$ cat config.mk
export PLATFORM = sky130hd
export DESIGN_NAME = seven_segment_scan_decoder
export DESIGN_NICKNAME = d
export VERILOG_FILES = /design/src/rtl/seven_segment_pkg.sv /design/src/rtl/seven_segment_glyph_decoder.sv /design/src/rtl/seven_segment_scan_decoder.sv
export SDC_FILE = /design/constraint.sdc
export NUM_CORES = 1
export LEC_CHECK = 0
export CORE_UTILIZATION = 46
export DETAILED_ROUTE_END_ITERATION = 12
export DONT_BUFFER_PORTS = 1
export GPL_TIMING_DRIVEN = 0
export PLACE_DENSITY_LB_ADDON = 0.1
export SYNTH_ARGS = -nofsm -noshare
export SYNTH_HDL_FRONTEND = slang
export SYNTH_SLANG_ARGS = --single-unit
$ cat constraint.sdc
create_clock -name clk -period 3.4 [get_ports clk]
set_input_delay 0 -clock clk [delete_from_list [all_inputs] [get_ports clk]]
set_output_delay 0 -clock clk [all_outputs]
set_load 0.01 [all_outputs]
$ cat src/rtl/seven_segment_pkg.sv
// rtl/seven_segment_pkg.sv - seven-segment glyph constants and pattern-to-hex lookup
package seven_segment_pkg;

  // Active-low {g,f,e,d,c,b,a}; must match the display ROM glyph table.
  localparam logic [6:0] SEG_0     = 7'h40;
  localparam logic [6:0] SEG_1     = 7'h79;
  localparam logic [6:0] SEG_2     = 7'h24;
  localparam logic [6:0] SEG_3     = 7'h30;
  localparam logic [6:0] SEG_4     = 7'h19;
  localparam logic [6:0] SEG_5     = 7'h12;
  localparam logic [6:0] SEG_6     = 7'h02;
  localparam logic [6:0] SEG_7     = 7'h78;
  localparam logic [6:0] SEG_8     = 7'h00;
  localparam logic [6:0] SEG_9     = 7'h10;
  localparam logic [6:0] SEG_A     = 7'h08;
  localparam logic [6:0] SEG_B     = 7'h03;
  localparam logic [6:0] SEG_C     = 7'h46;
  localparam logic [6:0] SEG_D     = 7'h21;
  localparam logic [6:0] SEG_E     = 7'h06;
  localparam logic [6:0] SEG_F     = 7'h0E;
  localparam logic [6:0] SEG_BLANK = 7'h7F;

  // Returns {legal, value}; illegal patterns return all zeros.
  function automatic logic [4:0] seg_to_hex(input logic [6:0] seg_n);
    case (seg_n)
      SEG_0:   return {1'b1, 4'h0};
      SEG_1:   return {1'b1, 4'h1};
      SEG_2:   return {1'b1, 4'h2};
      SEG_3:   return {1'b1, 4'h3};
      SEG_4:   return {1'b1, 4'h4};
      SEG_5:   return {1'b1, 4'h5};
      SEG_6:   return {1'b1, 4'h6};
      SEG_7:   return {1'b1, 4'h7};
      SEG_8:   return {1'b1, 4'h8};
      SEG_9:   return {1'b1, 4'h9};
      SEG_A:   return {1'b1, 4'hA};
      SEG_B:   return {1'b1, 4'hB};
      SEG_C:   return {1'b1, 4'hC};
      SEG_D:   return {1'b1, 4'hD};
      SEG_E:   return {1'b1, 4'hE};
      SEG_F:   return {1'b1, 4'hF};
      default: return 5'h00;
    endcase
  endfunction

endpackage

$ cat src/rtl/seven_segment_glyph_decoder.sv
// rtl/seven_segment_glyph_decoder.sv - combinational seven-segment pattern to {legal, value}
module seven_segment_glyph_decoder
  import seven_segment_pkg::*;
(
  input  logic [6:0] pattern_i,
  output logic       legal_o,
  output logic [3:0] value_o
);

  assign {legal_o, value_o} = seg_to_hex(pattern_i);

endmodule

$ cat src/rtl/seven_segment_scan_decoder.sv
// rtl/seven_segment_scan_decoder.sv - rebuilds per-digit hex values from a multiplexed seven-segment bus
module seven_segment_scan_decoder
  import seven_segment_pkg::*;
#(
  parameter int N_DIGITS      = 4,
  parameter int STABLE_CYCLES = 4
) (
  input  logic                  clk,
  input  logic                  reset,
  input  logic [6:0]            seg_n,
  input  logic [N_DIGITS-1:0]   an_n,
  output logic [4*N_DIGITS-1:0] digits,
  output logic [N_DIGITS-1:0]   digit_valid,
  output logic [N_DIGITS-1:0]   code_err,
  output logic                  update,
  output logic [2:0]            update_idx
);

  localparam int              CW      = $clog2(STABLE_CYCLES + 1);
  localparam int              SW      = N_DIGITS + 7;
  localparam logic [CW-1:0]   CNT_MAX = CW'(STABLE_CYCLES);

  logic [SW-1:0]         sample, prev_q;
  logic [CW-1:0]         cnt_q, cnt_d;
  logic                  cap_q, cap_d;
  logic [N_DIGITS-1:0]   sel;
  logic                  one_hot;
  logic [2:0]            sel_idx;
  logic                  accept;
  logic                  glyph_legal;
  logic [3:0]            glyph_value;
  logic [4*N_DIGITS-1:0] digits_q, digits_d;
  logic [N_DIGITS-1:0]   valid_q, valid_d;
  logic [N_DIGITS-1:0]   err_q, err_d;
  logic                  update_q, update_d;
  logic [2:0]            idx_q, idx_d;

  seven_segment_glyph_decoder u_glyph (
    .pattern_i (seg_n),
    .legal_o   (glyph_legal),
    .value_o   (glyph_value)
  );

  assign sample  = {an_n, seg_n};
  assign sel     = ~an_n;
  assign one_hot = (sel != '0) && ((sel & (sel - N_DIGITS'(1))) == '0);

  always_comb begin
    sel_idx = '0;
    for (int i = 0; i < N_DIGITS; i++) begin
      if (sel[i]) sel_idx = 3'(i);
    end
  end

  // Run tracking: a changed legal sample restarts at 1, so a change on the saturating edge never accepts.
  always_comb begin
    cnt_d  = cnt_q;
    cap_d  = cap_q;
    accept = 1'b0;
    if (!one_hot) begin
      cnt_d = '0;
      cap_d = 1'b0;
    end else if (sample != prev_q) begin
      cnt_d = CW'(1);
      cap_d = 1'b0;
    end else if (cnt_q != CNT_MAX) begin
      cnt_d = cnt_q + CW'(1);
    end
    if (one_hot && (cnt_d == CNT_MAX) && !cap_d) begin
      accept = 1'b1;
      cap_d  = 1'b1;
    end
  end

  always_comb begin
    digits_d = digits_q;
    valid_d  = valid_q;
    err_d    = err_q;
    update_d = 1'b0;
    idx_d    = idx_q;
    if (accept) begin
      update_d = 1'b1;
      idx_d    = sel_idx;
      for (int i = 0; i < N_DIGITS; i++) begin
        if (sel[i]) begin
          if (glyph_legal) digits_d[4*i +: 4] = glyph_value;
          valid_d[i] = glyph_legal;
          err_d[i]   = !glyph_legal;
        end
      end
    end
  end

  always_ff @(posedge clk or posedge reset) begin
    if (reset) begin
      prev_q   <= '1;
      cnt_q    <= '0;
      cap_q    <= 1'b0;
      digits_q <= '0;
      valid_q  <= '0;
      err_q    <= '0;
      update_q <= 1'b0;
      idx_q    <= '0;
    end else begin
      prev_q   <= sample;
      cnt_q    <= cnt_d;
      cap_q    <= cap_d;
      digits_q <= digits_d;
      valid_q  <= valid_d;
      err_q    <= err_d;
      update_q <= update_d;
      idx_q    <= idx_d;
    end
  end

  assign digits      = digits_q;
  assign digit_valid = valid_q;
  assign code_err    = err_q;
  assign update      = update_q;
  assign update_idx  = idx_q;

endmodule

==> results of run 1 <==
[power breakdown]
part	internal [W]	switching, W	leakage, nW
combinational	0.0000444	0.0000606	0.558
clock	0.000148	0.000183	0.0447
sequential	0.000512	0.00000437	0.506
total	0.000705	0.000248	1.11
[cell usage after synthesis (all sizes together), types with 2 or more instances]
| cell | n | area [um^2] |
|---|---|---|
| dfrtp | 31 | 776 |
| inv | 14 | 52.6 |
| buf | 13 | 105 |
| mux2 | 13 | 150 |
| xnor2 | 13 | 129 |
| o31ai | 12 | 90.1 |
| dfstp | 11 | 289 |
| nor3 | 7 | 35.0 |
| nor2 | 6 | 22.5 |
| or4 | 6 | 48.8 |
| a21oi | 5 | 28.8 |
| a311oi | 4 | 82.6 |
| nand2 | 4 | 15.0 |
| nand4 | 4 | 25.0 |
| nor4bb | 4 | 40.0 |
| o21ai | 4 | 20.0 |
| o22ai | 4 | 25.0 |
| o31a | 4 | 35.0 |
| nand2b | 3 | 18.8 |
| nand4b | 3 | 26.3 |
| a22oi | 2 | 15.0 |
| and2 | 2 | 13.8 |
| and3b | 2 | 17.5 |
| clkbuf | 2 | 7.51 |
| ha | 2 | 25.0 |
| nand3 | 2 | 10.0 |
| nand3b | 2 | 15.0 |
| o211ai | 2 | 15.0 |
| or3 | 2 | 17.5 |
[worst paths after layout]
check / start / endpoint / slack (ns) / cells after the start
hold / removal: an_n[2] / code_err[2]$_DFFE_PP0P_ / 0.06 / 2
setup / recovery: cnt_q[0]$_DFF_PP0_ / digits[13]$_DFFE_PP0P_ / 0.72 / 7
max in group asynchronous: reset / cnt_q[2]$_DFF_PP0_ / 2.52 / 2
hold reg to reg: update_idx[0]$_DFFE_PP0P_ / update_idx[0]$_DFFE_PP0P_ / 0.57 / 1
setup reg to reg: cnt_q[0]$_DFF_PP0_ / digits[13]$_DFFE_PP0P_ / 0.72 / 7
min in group asynchronous: reset / digits[15]$_DFFE_PP0P_ / 0.34 / 2
[area by class of cell]
class | count | area (um^2) | share of cell area (%)
timing repair buffer | 12 | 120 | 4.65
sequential | 42 | 1060 | 41.2
clock buffer | 5 | 68.8 | 2.66
clock inverter | 3 | 25.0 | 0.969
inverter | 14 | 52.6 | 2.03
tap | 67 | 83.8 | 3.25
multi-input combinational | 128 | 1050 | 40.8
buffer | 15 | 113 | 4.36
[sequential cells by signal, indices dropped and copies added, names as in the netlist]
name and flops:
update 1, prev_q 11, cnt_q 3, digits 16, digit_valid 4, cap_q 1
update_idx 2, code_err 4
[cells by family after synthesis]
family | Yosys count | share of synthesized area [%]
xor+xnor | 13 | 5.64
flops | 42 | 46.6
fa+ha+maj | 2 | 1.10
compound gates | 46 | 17.1
simple gates | 53 | 15.6
mux | 13 | 6.57
buf+inv | 29 | 7.23
other cells | 1 | 0.164
[metal layers]
metal / vias up / track usage, % / part of all wire [%]
met2: 62 / 32.6 / 49
met3: 11 / 4.58 / 5.1
met4: 0 / 7.63 / 2.1
li1: 777 / - / -
met1: 834 / 25.0 / 44
met5: - / 0 / 0
[through the flow]
| stage | utilization (%) | area (um^2) | setup WS, ns | hold slack [ns] |
|---|---|---|---|---|
| after global placement | 49.8 | 2370 | 0.831 | 0.00458 |
| after floorplan | - | 2280 | 1.01 | 0.00448 |
| final | 54.3 | 2580 | 0.718 | 0.0619 |
| after global routing | 54.3 | 2580 | 0.596 | 0.0748 |
| after detailed placement | 49.8 | 2370 | 0.714 | 0.00457 |
| after CTS | 54.3 | 2580 | 0.707 | 0.0559 |
==> reports/qor.txt, run 1 <==
MaxCap Viol Count - 0
clock latency at the later pin of the worst-skew pair - 0.29 ns
worst-margin pin slew - 0.855 ns
Max stage delay on crit path - 0.47 ns
crit path max fanout - 7
largest net degree at the start of global routing - 43
fill cell count - 442
TNS Setup - 0 ns
RePlAce Congestion - 0.849
layout cells sized above 1 - 24.2%
Synth cell types - 55
Root Buffer Master - clkbuf_8
final cell count without fillers - 286
Syn Inst Count - 199
Post-CTS Hold Buffers - 12
Core Region - 4750 um^2
class of the worst hold path - primary input to register
register area share after synthesis - 46.6%
Worst Setup Path Type - register to register
total power - 0.000952 W
Die Wd - 72.5 um
Crit path buffers/inverters - 1
first-pass GRT wire length - 7980 um
DRC Markers - 0
cts bufs inserted - 5
CTS tree - yes
WL/cell - 16.9 um
Congestion Overflow GR - 0
postcts setup bufs - 0
IO Port Bufs - 0
most frequent cells in the layout - 31 x dfrtp_1, 13 x inv_1, 12 x o31ai_1, 12 x dlygate4sd3_1
Async SR Flop Fraction - 100%
PwrDens - 369 nW/um^2
outcome - finished clean
fmax - 373 MHz
Data arrival, critical path - 2.87 ns
Leak - 1.11 nW
Rows - 25
RSZ-0062 raised after global routing - false
placed insts - 266
Max IR drop VDD - 187 uV
ys flop type - dfrtp_1
Die Area - 5250 um^2
post-DP HPWL - 3420 um
critical path's slowest cell - a311oi_2
vias in the first global route - 1665
EDFF count, synth - 0
via/cell ratio - 5.89
Slew HR - 42.9%
Ports - 41
Worst setup EP type - register
Post-Route WL - 4830 um
clock-pin slew on the worst setup and hold paths - 0.09 ns
antenna fix cells - 0
CP top delay family - simple AND/OR/NAND/NOR gates
startpoint type of the worst setup path - register
minimum clock period - 2.68 ns
GRT Resource Usage Total - 19.7%
Syn Area/Cell - 11.5 um^2
initial DRC count - 58
Fin. Hold Viols - 0
skew final - 0.00606 ns
Req. time, crit path - 3.58 ns
deepest level of the CTS H-tree - 2
Initial Utilization - 48.1%
initial antenna violation count - 0
First-pass DRT Iterations - 4
clock buffer depth - 2
worst path cell trace - inv_1 -> ha_1 -> and3b_1 -> or3_4 -> or4_1 -> a311oi_2 -> mux2_2
Nets - 233
Slew Viols, Final - 0
DIE HEIGHT - 72.5 um
FF+latch count, synth - 42
Sinks on Clock Net - 42
post-CTS sizing - 0
synthesized area - 2280 um^2
final worst path period share - 78.9%
most common cell after layout, fill and taps aside - dfrtp_1
via count - 1684
Syn Nets - 214
number of routed nets with antenna violations - 0
P&R area growth vs syn - 13.0%
# setup viols final - 0
Synth Warn # - 0
(Power assumes the default switching activity.)
==> inputs of run 2 (changes only) <==
--- a/config.mk
+++ b/config.mk
@@ -5,6 +5,7 @@
 export SDC_FILE = /design/constraint.sdc
 export NUM_CORES = 1
 export LEC_CHECK = 0
+export ABC_AREA = 1
 export CORE_UTILIZATION = 46
 export DETAILED_ROUTE_END_ITERATION = 12
 export DONT_BUFFER_PORTS = 1
==> constraint.sdc (replaced) <==
create_clock -name clk -period 2.2 [get_ports clk]
set_input_delay 0 -clock clk [delete_from_list [all_inputs] [get_ports clk]]
set_output_delay 0 -clock clk [all_outputs]
set_load 0.01 [all_outputs]
==> run 2 against run 1 <==
Flip-flop and latch count is the same. Sequential power up 55%. Via count rose by 5.0%. Non-clock buffer count is 6 lower. The flow now finishes with violations (design-rule violations).
==> reports/qor.txt, run 2 <==
Syn Inst Count - 271
Initial Utilization - 48.7%
most frequent CP cell - nor2_4
GRT Resource Usage Total - 20.0%
minimum clock period - 2.13 ns
Req. time, crit path - 2.40 ns
Worst setup EP type - register
antenna fix cells - 0
PwrDens - 571 nW/um^2
Max stage delay on crit path - 0.54 ns
clock latency at the later pin of the worst-skew pair - 0.30 ns
Worst Hold Depth - 4
clock buffer depth - 2
top cell types by occurrence after synthesis - 103 x nand2_1, 31 x dfrtp_1, 28 x inv_1
DRC Markers - 2
skew final - 0.0115 ns
worst-margin pin slew - 0.874 ns
Sinks on Clock Net - 42
Rows - 24
P&R area growth vs syn - 16.0%
Core Region - 4440 um^2
Synth cell types - 27
initial DRC count - 93
final cell count without fillers - 349
first-pass GRT wire length - 7700 um
Leak - 1.35 nW
synthesized area - 2160 um^2
fill cell count - 424
top cell type's share of synthesized area - 35.8%
via count - 1769
CTS tree - yes
FF+latch count, synth - 42
WL/cell - 13.3 um
footprint of the multi-input gates - 982 um^2
startpoint type of the worst setup path - register
Seq. cell area - 1060 um^2
dominant cell type by area after synthesis - dfrtp_1
final core occ - 56.5%
post-DP HPWL - 3190 um
crit path max fanout - 6
Die Area - 4980 um^2
cts bufs inserted - 5
Worst path depth - 12
Data arrival, critical path - 2.33 ns
ys flop type - dfrtp_1
Async SR Flop Fraction - 100%
synth top area cells - dfrtp_1 36%, nand2_1 18%, dfstp_2 13%
placed insts - 323
Slew Viols, Final - 0
Congestion Overflow GR - 0
deepest level of the CTS H-tree - 2
Worst Reg-to-Reg Cells - 12
total power - 0.00143 W
IO Port Bufs - 0
pre-CTS setup slack - 0.0673 ns
clock-pin slew on the worst setup and hold paths - 0.08 ns
CP top delay family - simple AND/OR/NAND/NOR gates
outcome - finished with violations
failing checks - design-rule violations
final worst path period share - 96.9%
initial antenna violation count - 0
via/cell ratio - 5.07
final worst slack - 0.0683 ns
RePlAce Congestion - 0.810
EDFF count, synth - 0
fmax - 469 MHz
Syn Area/Cell - 7.99 um^2
Ports - 41
Root Buffer Master - clkbuf_8
layout cells sized above 1 - 17.8%
most frequent cells in the layout - 102 x nand2_1, 31 x dfrtp_1, 26 x inv_1, 21 x nand3_1, 14 x nor2_1
Fin. Hold Viols - 0
largest net degree at the start of global routing - 43
Crit path buffers/inverters - 1
DIE HEIGHT - 70.6 um
max reg flops - 16
most common cell in the netlist - nand2_1
Max IR drop VDD - 351 uV
MaxCap Viol Count - 0
most common cell after layout, fill and taps aside - nand2_1
Syn Nets - 286
Slew HR - 41.7%
Synth Warn # - 0
Worst Setup Path Type - register to register
First-pass DRT Iterations - 8
worst path cell trace - inv_2 -> nand2_1 -> nand2_1 -> nor2_2 -> nand2_2 -> nor2_4 -> nand3_4 -> nor2_4 -> nand3_4 -> nor2_4 -> nand2_4 -> and2_4
# setup viols final - 0
vias in the first global route - 1682
Post-Route WL - 4630 um
RSZ-0062 raised after global routing - true
Die Wd - 70.6 um
class of the worst hold path - primary input to register
critical path's slowest cell - dfstp_2
TNS Setup - 0 ns
number of routed nets with antenna violations - 0
Nets - 311
register area share after synthesis - 49.2%
## run 2: cell types whose count changed after synthesis, sizes merged, moves of 8 or more
cell | before | now
buf | 13 | 3
nand3 | 2 | 24
inv | 14 | 33
nor2 | 6 | 24
o31ai | 12 | 2
xnor2 | 13 | 5
nand2 | 4 | 107
mux2 | 13 | 0
## run 2: timing repair
item,CTS,global route
resized for setup,0,9
setup buffers,0,6
endpoints found under the hold margin,68,0
endpoints found under the setup margin,0,17
hold buffers,12,0
## run 2: cells by family (layout without fill, tap and decap cells)
family                   count (synthesis)  in the layout  share of synthesized area, %
AND/OR/NAND/NOR                        176            176                          38.1
flip-flops                              42             42                          49.2
buffers and inverters                   36             62                          6.82
AO/OA/AOI/OAI                            8              8                          2.08
XOR/XNOR                                 6              6                          2.43
adder cells (fa/ha/maj)                  2              2                          1.16
other                                    1              1                         0.173
## run 2: metrics by stage
step / hold slack, ns / instance area, um^2
2_1_floorplan: 0.00448 / 2160
3_3_place_gp: 0.00457 / 2230
3_5_place_dp: 0.00457 / 2230
4_1_cts: 0.0150 / 2440
5_1_grt: 0.0726 / 2510
6_report: 0.0113 / 2510
## run 2: final cells by class
| cell class | instances | share of cell area [%] |
|---|---|---|
| Clock inverter | 2 | 0.548 |
| Multi-Input combinational cell | 193 | 39.1 |
| Sequential cell | 42 | 42.4 |
| Timing Repair Buffer | 18 | 6.58 |
| Clock buffer | 6 | 2.89 |
| Buffer | 3 | 0.947 |
| Tap cell | 52 | 2.59 |
| Inverter | 33 | 4.93 |
## run 2: worst paths after layout
path,to,from,slack [ns]
setup / recovery,code_err[0]$_DFFE_PP0P_,prev_q[1]$_DFF_PP1_,0.07
hold / removal,digit_valid[2]$_DFFE_PP0P_,an_n[2],0.01
setup reg to reg,code_err[0]$_DFFE_PP0P_,prev_q[1]$_DFF_PP1_,0.07
hold reg to reg,digits[12]$_DFFE_PP0P_,digits[12]$_DFFE_PP0P_,0.54
max in group asynchronous,code_err[2]$_DFFE_PP0P_,reset,1.30
min in group asynchronous,cnt_q[0]$_DFF_PP0_,reset,0.34
## run 2: where the power goes
part | switching [W] | total, W | internal (W)
Clock | 0.000270 | 0.000494 | 0.000224
Sequential | 0.00000645 | 0.000798 | 0.000792
Combinational | 0.0000926 | 0.000142 | 0.0000498
## run 2: per-layer routing
metal  vias up  GRT usage, %  part of all wire (%)
li1        897             -                     -
met1       826          26.3                    47
met2        39          31.6                    45
met3         7          6.70                   6.5
met4         0          6.67                   1.7
met5         -             0                     0
## run 2: worst reg2reg max path, stage by stage (launching register included)
cell and delay (ns):
dfstp_2 0.54, inv_2 0.03, nand2_1 0.04, nand2_1 0.05, nor2_2 0.14, nand2_2 0.08
nor2_4 0.17, nand3_4 0.10, nor2_4 0.22, nand3_4 0.17, nor2_4 0.22, nand2_4 0.11
and2_4 0.17
==> inputs of run 3 (changes only) <==
--- a/config.mk
+++ b/config.mk
@@ -6,6 +6,7 @@
 export NUM_CORES = 1
 export LEC_CHECK = 0
 export ABC_AREA = 1
+export CORE_ASPECT_RATIO = 1.75
 export CORE_UTILIZATION = 46
 export DETAILED_ROUTE_END_ITERATION = 12
 export DONT_BUFFER_PORTS = 1
==> run 3 against run 2 <==
The flow now finishes without violations. Sequential power hardly changed. Critical path depth stayed put. Register-to-register slack better by 0.05 ns. Non-clock buffer count stayed put. Via count is 1.7% lower. Wire length is 1.9% higher. Utilization is 0.25 points higher. Final area is 0.45% higher. Clock skew is 0.0061 ns lower. Clock-buffer cell count is 1 higher. Critical path type unchanged. Critical endpoint unchanged. Highest routed layer unchanged.
==> reports/qor.txt, run 3 (synthesized netlist as in run 2, its figures left out) <==
startpoint type of the worst setup path - register
number of routed nets with antenna violations - 0
max reg flops - 16
TNS Setup - 0 ns
first-pass GRT wire length - 7740 um
Congestion Overflow GR - 0
Slew HR - 43.9%
final hold slack - 0.000788 ns
Data arrival, critical path - 2.27 ns
most frequent cells in the layout - 95 x nand2_1, 31 x dfrtp_1, 26 x inv_1, 21 x nand3_1, 15 x nor2_1
fill cell count - 425
initial antenna violation count - 0
Nets - 311
worst path cell trace - inv_1 -> nand2_1 -> nand2_1 -> nor2_4 -> nand2_2 -> nor2_4 -> nand3_2 -> nor2_4 -> nand3_4 -> nor2_4 -> nand2_4 -> and2_4
via/cell ratio - 5.00
final instance area - 2520 um^2
Ports - 41
clock-pin slew on the worst setup and hold paths - 0.08 ns
Worst Setup Path Type - register to register
PwrDens - 576 nW/um^2
Req. time, crit path - 2.39 ns
placed inst area - 2230 um^2
Max IR drop VDD - 429 uV
Sinks on Clock Net - 42
largest net degree at the start of global routing - 43
Sw Ratio - 24.5%
CTS tree - yes
First-pass DRT Iterations - 4
Leak - 1.36 nW
MaxCap Viol Count - 0
Initial Utilization - 48.7%
final cell count without fillers - 348
Die Wd - 53.9 um
Die Area - 4990 um^2
part of the power in combinational logic - 9.9%
clock buffer depth - 2
via count - 1739
clock latency at the later pin of the worst-skew pair - 0.29 ns
crit path max fanout - 6
P&R area growth vs syn - 16.5%
worst-margin pin slew - 0.841 ns
Core Region - 4440 um^2
most common cell after layout, fill and taps aside - nand2_1
vias in the first global route - 1704
WL/cell - 13.6 um
GRT Resource Usage Total - 21.4%
RSZ-0062 raised after global routing - true
Rows - 32
Flop pwr share - 54.9%
RePlAce Congestion - 0.815
class of the worst hold path - primary input to register
Post-Route WL - 4720 um
Worst setup EP type - register
Max stage delay on crit path - 0.53 ns
Fin. Hold Viols - 0
Internal Pwr Total - 0.00110 W
most frequent CP cell - nor2_4
fmax - 481 MHz
IO Port Bufs - 0
cts bufs inserted - 5
skew final - 0.00540 ns
outcome - finished clean
minimum clock period - 2.08 ns
critical path's slowest cell - dfstp_2
layout cells sized above 1 - 19.9%
initial DRC count - 40
DRC Markers - 0
sw power - 0.000356 W
Slew Viols, Final - 0
Root Buffer Master - clkbuf_8
total power - 0.00145 W
final worst path period share - 94.5%
placed insts - 322
deepest level of the CTS H-tree - 2
antenna fix cells - 0
DIE HEIGHT - 92.7 um
# setup viols final - 0
Clock Power Share - 35.2%
post-DP HPWL - 3500 um
-- run 3: final cells by class --
| type | instances | area, um^2 | area share (%) |
|---|---|---|---|
| timing repair buffer | 18 | 165 | 6.55 |
| sequential | 42 | 1060 | 42.2 |
| multi-input combinational | 193 | 990 | 39.2 |
| clock inverter | 1 | 5.00 | 0.198 |
| tap | 51 | 63.8 | 2.53 |
| buffer | 3 | 23.8 | 0.942 |
| inverter | 33 | 124 | 4.91 |
| clock buffer | 7 | 86.3 | 3.42 |
-- run 3: worst paths after layout --
path                                        start                   endpoint  slack, ns  cells after the start
setup / recovery              prev_q[4]$_DFF_PP1_    code_err[0]$_DFFE_PP0P_       0.12                     12
hold / removal                            an_n[1]  update_idx[0]$_DFFE_PP0P_     0.0008                      3
setup reg to reg              prev_q[4]$_DFF_PP1_    code_err[0]$_DFFE_PP0P_       0.12                     12
hold reg to reg            digits[11]$_DFFE_PP0P_     digits[11]$_DFFE_PP0P_       0.55                      2
max in group asynchronous                   reset      digits[1]$_DFFE_PP0P_       1.32                      2
min in group asynchronous                   reset         cnt_q[1]$_DFF_PP0_       0.34                      2
-- run 3: critical path: cells and delay by family (launching register included) --
family | cells | cell delay (ns)
buffers and inverters | 1 | 0.03
DFF | 1 | 0.53
and+or+nand+nor | 11 | 1.42
-- run 3: power groups by stage --
stage | Clock, W | Sequential [W] | Combinational, W
floorplan | 0 | 0.000811 | 0.0000941
global placement | 0 | 0.000812 | 0.000114
detailed placement | 0 | 0.000813 | 0.000115
CTS | 0.000523 | 0.000798 | 0.000138
global route | 0.000555 | 0.000800 | 0.000162
finish | 0.000510 | 0.000798 | 0.000144
-- run 3: layer usage --
layer | wire length (um) | vias up | GRT usage (%) | part of all wire, %
met5 | 0 | - | 0 | 0
met4 | 103 | 0 | 9.43 | 2.2
met3 | 179 | 10 | 4.27 | 3.8
met2 | 2620 | 32 | 37.4 | 56
met1 | 1820 | 797 | 23.3 | 38
li1 | - | 900 | - | -
-- run 3: repair_timing --
action	CTS	global route
resized for setup	0	14
hold endpoints to repair	67	0
hold buffers	12	0
setup buffers	0	6
endpoints found under the setup margin	0	21
-- run 3: through the flow --
| step | utilization [%] | setup slack [ns] |
|---|---|---|
| floorplan | - | 0.380 |
| global placement | 50.1 | 0.0622 |
| detailed placement | 50.1 | 0.0395 |
| CTS | 54.9 | 0.0302 |
| global route | 56.8 | -0.00288 |
| finish | 56.8 | 0.121 |
